==> config.mk <==
export PLATFORM = sky130hd
export DESIGN_NAME = doodle_game_ctrl
export DESIGN_NICKNAME = d
export VERILOG_FILES = /design/src/rtl/doodle_game_ctrl.sv
export SDC_FILE = /design/constraint.sdc
export NUM_CORES = 1
export LEC_CHECK = 0
export BUFFER_PORTS_ARGS = -buffer_cell sky130_fd_sc_hd__buf_2
export CORE_MARGIN = 1.5
export CORE_UTILIZATION = 50
export CTS_CLUSTER_SIZE = 25
export DETAILED_ROUTE_END_ITERATION = 10
export PLACE_DENSITY_LB_ADDON = 0.2
export SKIP_CTS_REPAIR_TIMING = 1
export SYNTH_ARGS = -nofsm -noshare
export SYNTH_HDL_FRONTEND = slang
export SYNTH_SLANG_ARGS = --single-unit
==> constraint.sdc <==
create_clock -name i_clk -period 8.85 [get_ports i_clk]
set_input_delay 0 -clock i_clk [delete_from_list [all_inputs] [get_ports i_clk]]
set_output_delay 0 -clock i_clk [all_outputs]
set_load 0.02 [all_outputs]
==> src/rtl/doodle_game_ctrl.sv <==
// Game sequencer for the doodle datapath: IDLE/PLAY/FALL/OVER, scroll trigger, scoring.
// Optional feature macro HIGH_SCORE_EN: high_score output plus +1 score per bounce.
module doodle_game_ctrl #(
  parameter int unsigned EARTH         = 700,
  parameter int unsigned SCROLL_LINE   = 200,
  parameter int unsigned SCROLL_FRAMES = 16,
  parameter int unsigned SCROLL_STEP   = 12,
  parameter int unsigned FALL_FRAMES   = 60
) (
  input  logic        i_clk,
  input  logic        i_rst,
  input  logic        i_frame_tick,
  input  logic        i_start_btn,
  input  logic [9:0]  i_doodle_y,
  input  logic        i_doodle_fall_direction,
  input  logic        i_collision,
  output logic [1:0]  o_game_state,
  output logic        o_move_collision,
  output logic        o_scroll_active,
  output logic [9:0]  o_scroll_offset,
  output logic [15:0] o_score,
  output logic        o_game_rst
`ifdef HIGH_SCORE_EN
  , output logic [15:0] o_high_score
`endif
);

  typedef enum logic [1:0] {
    S_IDLE = 2'd0,
    S_PLAY = 2'd1,
    S_FALL = 2'd2,
    S_OVER = 2'd3
  } state_t;

  localparam logic [9:0]  L_EARTH         = 10'(EARTH);
  localparam logic [9:0]  L_SCROLL_LINE   = 10'(SCROLL_LINE);
  localparam logic [7:0]  L_SCROLL_FRAMES = 8'(SCROLL_FRAMES);
  localparam logic [7:0]  L_FALL_FRAMES   = 8'(FALL_FRAMES);
  localparam logic [15:0] L_STEP16        = 16'(SCROLL_STEP);
  localparam logic [9:0]  L_STEP10        = 10'(SCROLL_STEP);

  state_t      r_state;
  logic        r_start_prev;
  logic        r_start_pend;
  logic        r_scroll_active;
  logic [7:0]  r_scroll_cnt;
  logic [7:0]  r_fall_cnt;
  logic [9:0]  r_scroll_offset;
  logic [15:0] r_score;
`ifdef HIGH_SCORE_EN
  logic [15:0] r_high_score;
`endif

  logic        w_start_rise;
  logic        w_pend;
  logic        w_fall_hit;
  logic        w_scroll_hit;
  logic        w_play_tick;
  logic        w_trigger;
  logic        w_scroll_frame;
  logic        w_begin;
  logic        w_bonus;
  logic [16:0] w_score_sum;
  logic [15:0] w_score_next;

`ifndef HIGH_SCORE_EN
  logic w_unused_collision;
  assign w_unused_collision = i_collision;
`endif

  // Per-tick decisions; the r_scroll_cnt counter is only meaningful while scroll is active.
  always_comb begin
    w_start_rise   = i_start_btn & ~r_start_prev;
    w_pend         = r_start_pend | w_start_rise;
    w_fall_hit     = i_doodle_fall_direction && (i_doodle_y >= L_EARTH);
    w_scroll_hit   = !r_scroll_active && (i_doodle_y < L_SCROLL_LINE);
    w_play_tick    = i_frame_tick && (r_state == S_PLAY);
    w_trigger      = w_play_tick && !w_fall_hit && w_scroll_hit;
    w_scroll_frame = w_play_tick && !w_fall_hit && (w_scroll_hit || r_scroll_active);
    w_begin        = i_frame_tick && (r_state == S_IDLE) && w_pend;
`ifdef HIGH_SCORE_EN
    w_bonus        = w_play_tick && i_collision && i_doodle_fall_direction;
`else
    w_bonus        = 1'b0;
`endif
    w_score_sum    = {1'b0, r_score}
                   + {1'b0, (w_scroll_frame ? L_STEP16 : 16'd0)}
                   + {16'd0, w_bonus};
    if (w_score_sum[16]) begin
      w_score_next = 16'hFFFF;
    end else begin
      w_score_next = w_score_sum[15:0];
    end
  end

  // Game sequencer, scroll/fall counters, score and start-button history.
  always_ff @(posedge i_clk) begin
    if (i_rst) begin
      r_state         <= S_IDLE;
      r_start_prev    <= 1'b0;
      r_start_pend    <= 1'b0;
      r_scroll_active <= 1'b0;
      r_scroll_cnt    <= 8'd0;
      r_fall_cnt      <= 8'd0;
      r_scroll_offset <= 10'd0;
      r_score         <= 16'd0;
`ifdef HIGH_SCORE_EN
      r_high_score    <= 16'd0;
`endif
    end else begin
      r_start_prev <= i_start_btn;
      // A tick always consumes the pending start; FALL discards presses outright.
      if ((r_state == S_FALL) || i_frame_tick) begin
        r_start_pend <= 1'b0;
      end else if (w_start_rise) begin
        r_start_pend <= 1'b1;
      end

      if (i_frame_tick) begin
        case (r_state)
          S_IDLE: begin
            if (w_pend) begin
              r_state         <= S_PLAY;
              r_score         <= 16'd0;
              r_scroll_offset <= 10'd0;
              r_scroll_active <= 1'b0;
              r_scroll_cnt    <= 8'd0;
              r_fall_cnt      <= 8'd0;
            end
          end
          S_PLAY: begin
            r_score <= w_score_next;
            if (w_fall_hit) begin
              r_state         <= S_FALL;
              r_fall_cnt      <= L_FALL_FRAMES;
              r_scroll_active <= 1'b0;
              r_scroll_cnt    <= 8'd0;
            end else if (w_scroll_frame) begin
              r_scroll_offset <= r_scroll_offset + L_STEP10;
              // The trigger tick is itself the first scroll frame.
              if (w_trigger) begin
                r_scroll_cnt    <= L_SCROLL_FRAMES - 8'd1;
                r_scroll_active <= (L_SCROLL_FRAMES != 8'd1);
              end else begin
                r_scroll_cnt    <= r_scroll_cnt - 8'd1;
                r_scroll_active <= (r_scroll_cnt != 8'd1);
              end
            end
          end
          S_FALL: begin
            if (r_fall_cnt <= 8'd1) begin
              r_state    <= S_OVER;
              r_fall_cnt <= 8'd0;
`ifdef HIGH_SCORE_EN
              if (r_score > r_high_score) begin
                r_high_score <= r_score;
              end
`endif
            end else begin
              r_fall_cnt <= r_fall_cnt - 8'd1;
            end
          end
          S_OVER: begin
            if (w_pend) begin
              r_state <= S_IDLE;
            end
          end
          default: begin
            r_state <= S_IDLE;
          end
        endcase
      end
    end
  end

  assign o_game_state     = r_state;
  assign o_move_collision = w_trigger;
  assign o_game_rst       = w_begin;
  assign o_scroll_active  = r_scroll_active;
  assign o_scroll_offset  = r_scroll_offset;
  assign o_score          = r_score;
`ifdef HIGH_SCORE_EN
  assign o_high_score     = r_high_score;
`endif

endmodule

## Word-level counts from Yosys, hierarchy flattened

Cells that the tools add are included.

- Add/subtract/negate cells: 4
- $lt $le $gt $ge: 3
- Eq/ne operators: 11
- Multiplexer cells: 26
- Bitwise logic cells: 3
- Reductions and logical operators: 21

Operator list:

| cell | count |
|---|---|
| $mux W8 | 6 |
| $mux W16 | 2 |
| $pmux W16 S2 | 1 |
| $mux W10 | 3 |
| $pmux W8 S3 | 1 |
| $pmux W10 S2 | 1 |
| $add A16 B4 Y17 | 1 |
| $pmux W8 S2 | 1 |
| $sub A8 B1 Y8 const B | 2 |
| $add A10 B4 Y10 const B | 1 |
| $ge A10 B10 Y1 const B | 1 |
| $lt A10 B8 Y1 const B | 1 |
| $ne A2 B2 Y1 const B | 5 |
| $reduce_and A5 Y1 | 2 |
| $le A8 B1 Y1 const B | 1 |
| $logic_and A1 B1 Y1 | 8 |
| $mux W2 | 4 |
| $ne A8 B1 Y1 const B | 1 |
| $pmux W2 S4 | 1 |
| $reduce_and A4 Y1 | 2 |
| $eq A2 B2 Y1 const B | 2 |
| $mux W1 | 4 |
| $mux W4 | 1 |
| $ne A3 B3 Y1 const B | 1 |
| 13 further kinds | 15 |

- Register bits: 47
- Input port bits: 16
- Output and inout bits: 31
- Logic and storage cells: 76

## Longest topological paths before layout

Gate-level depths: netlist of the first run.

- Depth in word-level cells: 9
- Depth in mapped cells: 15
- Gate-level depth less buffers: 14

## Worst setup path after synthesis of the first run

Ideal clock, no wire load.

- Path type: register to register
- From: register r_state[0] (netlist: o_game_state[0])
- To: register r_score[10] (netlist: o_score[10])
- Library setup time: 0.071 ns
- Data arrival time: 3.293 ns
- Data required time: 8.779 ns
- Path slack: 5.487 ns
- Stages on the path, launching flop included: 15
- Path buffers: 1
- Clock period less this slack: 3.363 ns
- Cell sequence: dfxtp_1 -> ha_1 -> and2_2 -> o311ai_2 -> or2_2 -> inv_1 -> ha_1 -> inv_1 -> fa_1 -> nand3b_1 -> nor3_1 -> and3b_1 -> clkbuf_1 -> o21ai_0 -> a21oi_1

- Cells in the longest elaborated chain, start to end: 8
- Elaborated cells on any way between the ends: 12
- Classes of those cells: add/sub: 1; eq/ne: 2; mux: 3; reduce/logical: 6

Ends and longest elaborated chain:

| item | RTL line | text |
|---|---|---|
| start: declaration | 42 | `state_t r_state;` |
| start signal: assignment | 99 | `r_state <= S_IDLE;` |
| start signal: assignment | 123 | `r_state <= S_PLAY;` |
| start signal: assignment | 134 | `r_state <= S_FALL;` |
| $eq A2 B1 Y1 | 77, 120 |  |
| $logic_and A1 B1 Y1 | 77 | `w_play_tick = i_frame_tick && (r_state == S_PLAY);` |
| $logic_and A1 B1 Y1 (2 in a row) | 79 | `w_scroll_frame = w_play_tick && !w_fall_hit && (w_scroll_hit \|\| r_scroll_active);` |
| $mux W4 | 87 | `+ {1'b0, (w_scroll_frame ? L_STEP16 : 16'd0)}` |
| $add A16 B4 Y17 | 87 |  |
| $mux W16 | 89 | `if (w_score_sum[16]) begin` |
| $pmux W16 S2 | 120 | `case (r_state)` |
| end signal: assignment | 132 | `r_score <= w_score_next;` |
| end: declaration | 49 | `logic [15:0] r_score;` |

Parallel ways exist; a longest one is shown, timed or not.
A chain may end at the register's enable or synchronous reset.

## Worst setup path after layout of the first run

- From: register r_state[1] (netlist: o_game_state[1])
- To: register r_score[8] (netlist: o_score[8])

The elaborated chain is that of the path after synthesis.

==> results of run 1 <==
==> worst max path at each step <==
stage                     cells after the start                          from                       end  slack [ns]
final                                        14  o_game_state[1]$_SDFFE_PP0P_   o_score[8]$_SDFFE_PP0P_        5.04
after global routing                         13  o_game_state[0]$_SDFFE_PP0P_   o_score[7]$_SDFFE_PP0P_        4.58
after CTS                                    14  o_game_state[1]$_SDFFE_PP0P_   o_score[8]$_SDFFE_PP0P_        5.03
after detailed placement                     14  o_game_state[1]$_SDFFE_PP0P_   o_score[8]$_SDFFE_PP0P_        5.06
after global placement                       13  o_game_state[0]$_SDFFE_PP0P_   o_score[8]$_SDFFE_PP0P_        5.12
after floorplan                              14  o_game_state[0]$_SDFFE_PP0P_  o_score[10]$_SDFFE_PP0P_        5.49
==> layout make-up <==
type | instances | area share, %
inverter | 17 | 2.11
timing repair buffer | 42 | 7.13
tap | 70 | 2.90
clock buffer | 8 | 2.99
sequential | 44 | 29.2
multi-input combinational | 274 | 55.7
==> worst max-delay path, cell delays in order, from the launching register on <==
cell and delay, ns:
dfxtp_1 0.35, inv_1 0.09, ha_1 0.31, and2_2 0.26, o311ai_2 0.18, or2_2 0.35, inv_1 0.09, ha_1 0.17
inv_1 0.06, fa_1 0.40, nand3b_1 0.32, nor3_1 0.34, and3b_1 0.49, o21ai_0 0.16, a21oi_1 0.17
==> power groups by stage <==
stage	Combinational (W)	Sequential (W)	Clock, W
6_report	0.0000919	0.000206	0.000130
5_1_grt	0.000103	0.000207	0.000143
4_1_cts	0.0000915	0.000206	0.000134
3_5_place_dp	0.0000910	0.000211	0
3_3_place_gp	0.0000908	0.000211	0
2_1_floorplan	0.0000683	0.000212	0
==> kinds of logic (layout without fill, tap and decap cells) <==
group / Yosys count / count (layout) / synth area share [%]
flip-flops: 44 / 44 / 32.5
adder cells (fa/ha/maj): 12 / 12 / 5.82
XOR/XNOR: 2 / 2 / 0.647
AO/OA/AOI/OAI: 110 / 110 / 26.3
AND/OR/NAND/NOR: 144 / 144 / 27.4
multiplexers: 4 / 4 / 1.52
other: 1 / 2 / 0.138
buffers and inverters: 29 / 67 / 5.59
==> sequential cells by signal, indices dropped and copies added, names as in the netlist <==
signal,flops
r_start_prev,1
o_scroll_offset,8
o_game_state,2
r_start_pend,1
o_score,15
o_scroll_active,1
r_fall_cnt,8
r_scroll_cnt,8
==> synthesized netlist by cell type (3+ instances only) <==
cell type,count,share of area [%]
o21ai_0,30,5.5
mux2i_1,3,1.1
clkbuf_1,5,0.69
a41oi_1,3,0.97
or3_1,6,1.4
nor2b_1,10,2.3
nor2_1,32,4.4
a31oi_1,4,0.92
nand2b_1,6,1.4
a211oi_1,3,0.83
a21oi_1,31,5.7
and3_1,4,0.92
a21o_1,6,1.7
nand2_1,38,5.3
dfxtp_1,44,33
nor3_1,10,1.8
nand4_1,6,1.4
clkbuf_8,3,1.5
nor4_1,10,2.3
nand3_1,5,0.92
or4_1,4,1.1
buf_4,3,0.83
ha_1,11,5.1
inv_1,17,2.4
==> through the flow <==
stage	worst slack, ns	total power (W)
3_5_place_dp	5.06	0.000302
4_1_cts	5.03	0.000432
3_3_place_gp	5.12	0.000301
2_1_floorplan	5.49	0.000281
5_1_grt	4.58	0.000453
6_report	5.04	0.000428
==> routing by layer <==
| metal | GRT usage, % | vias up | wire [um] | share of wire (%) |
|---|---|---|---|---|
| li1 | - | 1354 | - | - |
| met1 | 28.3 | 1255 | 2950 | 47 |
| met2 | 39.1 | 51 | 3100 | 49 |
| met3 | 4.79 | 2 | 195 | 3.1 |
| met4 | 5.56 | 0 | 21 | 0.34 |
| met5 | 0 | - | 0 | 0 |
==> reports/metrics.cfg, run 1 <==
[worst_setup_path]
critPathKind = register to register
r2r-start = o_game_state[1]$_SDFFE_PP0P_
worst_setup_path_end_kind = register
rr_endpoint = o_score[8]$_SDFFE_PP0P_
critical_path_required_ns = 9.08
cp_max_fo = 13
ff2ff_path_depth = 14
crit_path_start_kind = register
reg2reg_slack_ns = 5.04
arrival_ns = 4.04

[placement]
place_area_um2 = 2920
dp_cells = 446
hpwl_um = 4520
gp_congestion = 0.851
numPortBuffers = 41

[clock_tree]
clkTransAtPathRegs_ns = 0.08
cts_htree_levels = 2
cts_buffer_depth = 2
clock_latency_ns = 0.29
cts_tree = built
clockRootBuffer = clkbuf_8
numCtsBuffers = 5
cts_sinks = 44

[outcome]
status = finished clean

[sta]
tightest_slew_ns = 1.03
hold_viol = 0
slew_headroom_pct = 30.6
period_needed_ns = 3.81
final.period_utilization_pct = 43.1
timing.final.max_slew_violations = 0
whs_ns = 0.0363
finalSetupTns_ns = 0
setup_violations = 0
fmax_mhz = 262
rsz0062_at_grt = false
final.setup_skew_ns = 0.00714

[floorplanning]
ios = 47
die_y_um = 76.6
start_util_pct = 52.4
rows = 26
dieWidth_um = 76.6
dieArea_um2 = 5870
core_um2 = 5170

[yosys]
ys_seq_area_share_pct = 32.5
synth-main-ff-cell = dfxtp_1
yosysWarnings = 0
synthArstFlopShare_pct = 0
synthCells = 346
synth_area_um2 = 2710
synthDistinctLibCells = 67
synth.avg_cell_area_um2 = 7.83
ys_ff_latch = 44
synth_edf_count = 0

[min_path]
min_path_type = input port to register
hold_depth = 2
hold_start = i_frame_tick
whs_endpoint = r_start_pend$_SDFFE_PP0P_

[route]
vias_per_cell = 5.85
drc_errors = 0
drt_first_pass_iters = 4
ant_nets = 0
wl_um = 6260
dr.first_iter.drc_count = 201
avgRoutedWirePerCell_um = 13.8
num_vias = 2662

[power_and_ir_drop]
p_int_w = 0.000297
powerDensity_nw_per_um2 = 142
peakVddDrop_mv = 0.0899
p_sw_share_pct = 30.7
switchingPower_w = 0.000131
p_leak_nw = 1.21
pwr-share-seq_pct = 48.1
clkPwrFrac_pct = 30.4
p_comb_share_pct = 21.5

[layout]
stdcell_area_um2 = 3020
multi_input_comb_area_um2 = 1680
fin_util_pct = 58.3
register_area_um2 = 881
fillerInstances = 453
drive_gt1_share_pct = 15.8
final_cell_count_no_fill = 455
fin_nets = 412
mostFrequentLayoutCells = dfxtp_1 (44), buf_2 (41), nand2_1 (38)
n_antenna_cell = 0
syn_to_final_growth_pct = 11.4
mostFrequentLayoutCell = dfxtp_1

[global_route]
gr-total-overflow = 0
grt_usage_pct = 22.5
grt_pass1_wl_um = 10900
grt_pass1_vias = 2475
antenna_found_initial = 0
grt_max_degree = 40

[flow_run]
max_cap_violations = 0

Note: power is estimated with default switching activity, not from simulation.
==> run 2, diff against run 1 <==
Clock period 8.85 ns to 3.45 ns, I/O delays scaled along.
==> run 2 against run 1 <==
Against the previous run: first-iteration DRC count shrank 22%; critical path depth increased by 1; critical endpoint is now o_score[14]$_SDFFE_PP0P_; total power grew to 2.6 times the previous value.
==> reports/metrics.cfg, run 2 (synthesis gave the netlist of run 1 again) <==
[sta]
final.setup_skew_ns = 0.00647  ; -0.000666 ns
slew_headroom_pct = 33.3  ; +2.6 points
fmax_mhz = 314  ; +20%
timing.final.max_slew_violations = 0  ; unchanged
setup_violations = 0  ; unchanged
finalSetupTns_ns = 0  ; unchanged
rsz0062_at_grt = false
tightest_slew_ns = 0.995  ; -0.0392 ns
whs_ns = 0.0199  ; -0.0163 ns
period_needed_ns = 3.18  ; -0.629 ns
final.period_utilization_pct = 92.2  ; +49 points
hold_viol = 0  ; unchanged

[layout]
fin_nets = 417  ; +1.2%
stdcell_area_um2 = 3090  ; +2.4%
largest_reg_flops = 15  ; unchanged
n_antenna_cell = 0  ; unchanged
mostFrequentLayoutCell = dfxtp_1
drive_gt1_share_pct = 18.5  ; +2.6 points
syn_to_final_growth_pct = 14.0
mostFrequentLayoutCells = dfxtp_1 (43), buf_2 (41), nand2_1 (38)

[power_and_ir_drop]
peakVddDrop_mv = 0.213  ; +140%
p_leak_nw = 1.26  ; +4.4%
powerDensity_nw_per_um2 = 360  ; +150%

[worst_setup_path]
critPathTopFamily = simple AND/OR/NAND/NOR gates
cp_max_fo = 6  ; -7
crit_slowest_cell = fa_1
arrival_ns = 3.34  ; -0.70 ns
crit_path_start_kind = register
path_common_cell = inv_1
critPathKind = register to register
worst_setup_path_end_kind = register
r2r-start = o_game_state[1]$_SDFFE_PP0P_
rr_endpoint = o_score[14]$_SDFFE_PP0P_
reg2reg_slack_ns = 0.27  ; -4.77 ns
crit_buf_inv = 4  ; +1
ff2ff_path_depth = 15  ; +1
worstPathCellList = inv_1 -> ha_1 -> and2_2 -> o311ai_2 -> or2_2 -> inv_1 -> ha_1 -> inv_1 -> fa_1 -> nand3b_1 -> buf_4 -> nor4_4 -> nand3_1 -> nand2_1 -> o32ai_2
critical_path_required_ns = 3.61  ; -5.47 ns
cpPeakStageDelay_ns = 0.41  ; -0.08 ns

[floorplanning]
die_y_um = 76.6  ; unchanged
dieArea_um2 = 5870  ; unchanged
start_util_pct = 52.4  ; unchanged
dieWidth_um = 76.6  ; unchanged
core_um2 = 5170  ; unchanged
rows = 26  ; unchanged
ios = 47  ; unchanged

[clock_tree]
cts_sinks = 44  ; unchanged
cts_tree = built
clkTransAtPathRegs_ns = 0.09  ; about the same
clock_latency_ns = 0.30  ; about the same
cts_htree_levels = 2  ; unchanged
cts_buffer_depth = 2  ; unchanged
numCtsBuffers = 5  ; unchanged
clockRootBuffer = clkbuf_8

[placement]
numPortBuffers = 41  ; unchanged
gp_congestion = 0.849  ; -0.27%
hpwl_um = 4550  ; +0.57%
place_area_um2 = 2950  ; +1.0%

[outcome]
status = finished clean

[global_route]
grt_usage_pct = 21.6  ; -0.88 points
grt_max_degree = 40  ; unchanged
grt_pass1_wl_um = 10400  ; -4.6%
antenna_found_initial = 0  ; unchanged
gr-total-overflow = 0  ; unchanged
grt_pass1_vias = 2324  ; -6.1%

[route]
avgRoutedWirePerCell_um = 14.0  ; +1.7%
drc_errors = 0  ; unchanged
drt_first_pass_iters = 5  ; +1
dr.first_iter.drc_count = 157  ; -22%
ant_nets = 0  ; unchanged
wl_um = 6440  ; +2.9%
num_vias = 2694  ; +1.2%
vias_per_cell = 5.86  ; +0.10%

[min_path]
hold_start = i_frame_tick
whs_endpoint = r_start_pend$_SDFFE_PP0P_
hold_depth = 2  ; unchanged
min_path_type = input port to register

[flow_run]
max_cap_violations = 0  ; unchanged

run 2: cell count changes in the layout (fill, tap and decap cells not counted):
cell / previous run / this run
clkinv_2: 0 / 2
nor3_2: 0 / 1
dfxtp_1: 44 / 43
o32ai_2: 0 / 1
nor4_4: 0 / 1
nor3_1: 10 / 9
o32ai_1: 1 / 0
clkbuf_1: 2 / 0
nor4_1: 10 / 9
and3b_2: 0 / 1
buf_4: 0 / 4
dfxtp_2: 0 / 1
run 2: through the flow:
step | setup slack [ns] | power [W] | instances | util, %
after floorplan | 0.0870 | 0.000720 | 347 | -
after global routing | 0.0125 | 0.00116 | 460 | 59.7
after CTS | 0.0682 | 0.00112 | 458 | 58.8
final | 0.269 | 0.00111 | 460 | 59.7
after global placement | 0.196 | 0.000777 | 450 | 57.0
after detailed placement | 0.0983 | 0.000780 | 450 | 57.0
run 2: how the worst max path moves through the flow:
stage          cells after the start                       end  slack, ns                         start
3_5_place_dp                      14   o_score[8]$_SDFFE_PP0P_        0.1  o_game_state[1]$_SDFFE_PP0P_
5_1_grt                           15  o_score[14]$_SDFFE_PP0P_       0.01  o_game_state[1]$_SDFFE_PP0P_
6_report                          15  o_score[14]$_SDFFE_PP0P_       0.27  o_game_state[1]$_SDFFE_PP0P_
3_3_place_gp                      14   o_score[8]$_SDFFE_PP0P_       0.20  o_game_state[1]$_SDFFE_PP0P_
4_1_cts                           14   o_score[8]$_SDFFE_PP0P_       0.07  o_game_state[1]$_SDFFE_PP0P_
2_1_floorplan                     14  o_score[10]$_SDFFE_PP0P_       0.09  o_game_state[0]$_SDFFE_PP0P_
run 2: power breakdown:
part	internal, W	switching (W)
Combinational	0.0000842	0.000159
Clock	0.000160	0.000180
Sequential	0.000518	0.0000107
Total	0.000763	0.000350
run 2: per-layer routing:
layer,vias up,track usage [%],share of wire (%)
met5,-,0,0
met4,0,6.48,0.76
met3,7,4.55,3.8
met2,71,35.3,47
met1,1252,28.6,48
li1,1364,-,-
run 2: cell type report:
| cell class | instances | area, um2 |
|---|---|---|
| Clock buffer | 6 | 82.6 |
| Clock inverter | 2 | 10.0 |
| Fill cell | 487 | 2080 |
| Inverter | 17 | 63.8 |
| Multi-Input combinational cell | 275 | 1720 |
| Sequential cell | 44 | 882 |
| Tap cell | 70 | 87.6 |
| Timing Repair Buffer | 46 | 245 |
==> run 3, diff against run 2 <==
Settings changed: PLACE_DENSITY from default to 0.75, PLACE_DENSITY_LB_ADDON 0.2 to default.
==> run 3 against run 2 <==
Against the previous run: sequential share of layout area is 0.064 points lower; maximum frequency grew 0.54%; cell area about the same; critical endpoint unchanged; die area unchanged; largest cell class unchanged.
==> reports/metrics.cfg, run 3 (synthesis gave the netlist of run 1 again) <==
[power_and_ir_drop]
peakVddDrop_mv = 0.194  ; -9.0%
p_int_w = 0.000740  ; -3.0%
clkPwrFrac_pct = 29.1  ; -1.5 points
power_w = 0.00109  ; -2.2%
switchingPower_w = 0.000348  ; -0.57%
pwr-share-seq_pct = 48.6  ; +1.1 points
p_leak_nw = 1.25  ; -0.86%
powerDensity_nw_per_um2 = 352  ; -2.3%
p_sw_share_pct = 32.0  ; +0.54 points
p_comb_share_pct = 22.3  ; +0.4 points

[global_route]
gr-total-overflow = 0  ; unchanged
grt_usage_pct = 22.7  ; +1.1 points
antenna_found_initial = 0  ; unchanged
grt_pass1_wl_um = 11100  ; +6.2%
grt_max_degree = 40  ; unchanged
grt_pass1_vias = 2466  ; +6.1%

[sta]
final.setup_skew_ns = 0.0109  ; +0.00444 ns
final.period_utilization_pct = 91.7  ; -0.50 points
fmax_mhz = 316  ; +0.54%
hold_viol = 0  ; unchanged
slew_headroom_pct = 25.9  ; -7.4 points
setup_violations = 0  ; unchanged
finalSetupTns_ns = 0  ; unchanged
period_needed_ns = 3.16  ; -0.0171 ns
tightest_slew_ns = 1.11  ; +0.111 ns
rsz0062_at_grt = false
timing.final.max_slew_violations = 0  ; unchanged

[worst_setup_path]
arrival_ns = 3.32  ; -0.02 ns
crit_path_start_kind = register
crit_path_start = o_game_state[1]$_SDFFE_PP0P_
critPathKind = register to register
worst_setup_path_end_kind = register
cp_max_fo = 6  ; unchanged
r2r-start = o_game_state[1]$_SDFFE_PP0P_
critical_path_required_ns = 3.61  ; about the same
ff2ff_path_depth = 15  ; unchanged

[layout]
largest_reg_flops = 15  ; unchanged
fin_nets = 417  ; unchanged
mostFrequentLayoutCells = dfxtp_1 (44), buf_2 (41), nand2_1 (38)
fillerInstances = 459  ; -5.7%
drive_gt1_share_pct = 18.3  ; -0.21 points
n_antenna_cell = 0  ; unchanged
syn_to_final_growth_pct = 14.1  ; about the same
mostFrequentLayoutCell = dfxtp_1

[clock_tree]
clkTransAtPathRegs_ns = 0.09  ; about the same
cts_htree_levels = 2  ; unchanged
clockRootBuffer = clkbuf_8
numCtsBuffers = 5  ; unchanged
clock_latency_ns = 0.30  ; about the same
cts_buffer_depth = 2  ; unchanged
cts_sinks = 44  ; unchanged
cts_tree = built

[floorplanning]
dieWidth_um = 76.6  ; unchanged
core_um2 = 5170  ; unchanged
dieArea_um2 = 5870  ; unchanged
start_util_pct = 52.4  ; unchanged
die_y_um = 76.6  ; unchanged
ios = 47  ; unchanged
rows = 26  ; unchanged

[route]
wl_um = 6460  ; +0.37%
ant_nets = 0  ; unchanged
wl_met3_um = 252  ; +4.1%
highest_layer = met4
avgRoutedWirePerCell_um = 14.1  ; +0.59%
vias_per_cell = 5.92  ; +1.1%
drc_errors = 0  ; unchanged
dr.first_iter.drc_count = 191  ; +22%
met2_wirelength_um = 3190  ; +4.6%
drt_first_pass_iters = 4  ; -1
num_vias = 2717  ; +0.85%
m1WireLength_um = 2950  ; -4.6%

[min_path]
hold_depth = 2  ; unchanged
hold_start = i_frame_tick
min_path_type = input port to register

[placement]
numPortBuffers = 41  ; unchanged
gp_congestion = 0.830  ; -2.2%
hpwl_um = 4670  ; +2.7%

[outcome]
status = finished clean

[flow_run]
max_cap_violations = 0  ; unchanged

run 3: cell count changes in the layout (fill, tap and decap cells not counted):
cell        before  now
nand3_2          0    1
nand3_1          5    4
o311ai_2         1    0
clkbuf_8         6    5
clkinv_2         2    1
o311ai_4         0    1
dfxtp_1         43   44
clkinvlp_4       0    1
dfxtp_2          1    0
run 3: routing by layer:
metal | up-vias | global-route usage [%]
met5 | - | 0
met4 | 0 | 5.74
met3 | 10 | 4.43
met2 | 69 | 39.9
met1 | 1280 | 28.4
li1 | 1358 | -
run 3: path summary, 6_finish.rpt:
check,to,slack [ns]
worst min-delay path,r_start_pend$_SDFFE_PP0P_,0.04
worst max register to register,o_score[14]$_SDFFE_PP0P_,0.29
worst min register to register,o_scroll_offset[9]$_SDFFE_PP0P_,0.48
worst max-delay path,o_score[14]$_SDFFE_PP0P_,0.29
run 3: per-stage QoR:
step           utilization, %  instance area, um2  std cells  setup slack (ns)  hold WS, ns
2_1_floorplan               -                2710        347            0.0870        0.128
6_report                 59.8                3090        459             0.286       0.0368
3_5_place_dp             57.0                2950        450            0.0643        0.265
5_1_grt                  59.8                3090        459            0.0373       0.0510
3_3_place_gp             57.0                2950        450             0.204        0.259
4_1_cts                  58.6                3030        457            0.0357      -0.0526
run 3: power by group through the flow:
stage	sequential, W	clock [W]	combinational [W]
4_1_cts	0.000528	0.000325	0.000239
3_5_place_dp	0.000540	0	0.000238
5_1_grt	0.000531	0.000348	0.000272
2_1_floorplan	0.000545	0	0.000175
3_3_place_gp	0.000539	0	0.000236
6_report	0.000528	0.000317	0.000243
run 3: final cells by class:
class | count | area [um2] | share of cell area, %
multi-input combinational | 275 | 1730 | 56.1
sequential | 44 | 881 | 28.5
timing repair buffer | 46 | 245 | 7.93
tap | 70 | 87.6 | 2.83
clock buffer | 5 | 68.8 | 2.23
inverter | 17 | 63.8 | 2.06
clock inverter | 2 | 12.5 | 0.405
run 3: worst max-delay path, stage by stage (launching register included):
cell      delay [ns]
dfxtp_1         0.35
inv_1           0.09
ha_1            0.16
and2_2          0.21
o311ai_4        0.14
or2_2           0.34
inv_1           0.09
ha_1            0.17
inv_1           0.06
fa_1            0.39
nand3b_1        0.21
buf_4           0.19
nor4_4          0.28
nand3_2         0.13
nand2_1         0.13
o32ai_2         0.08
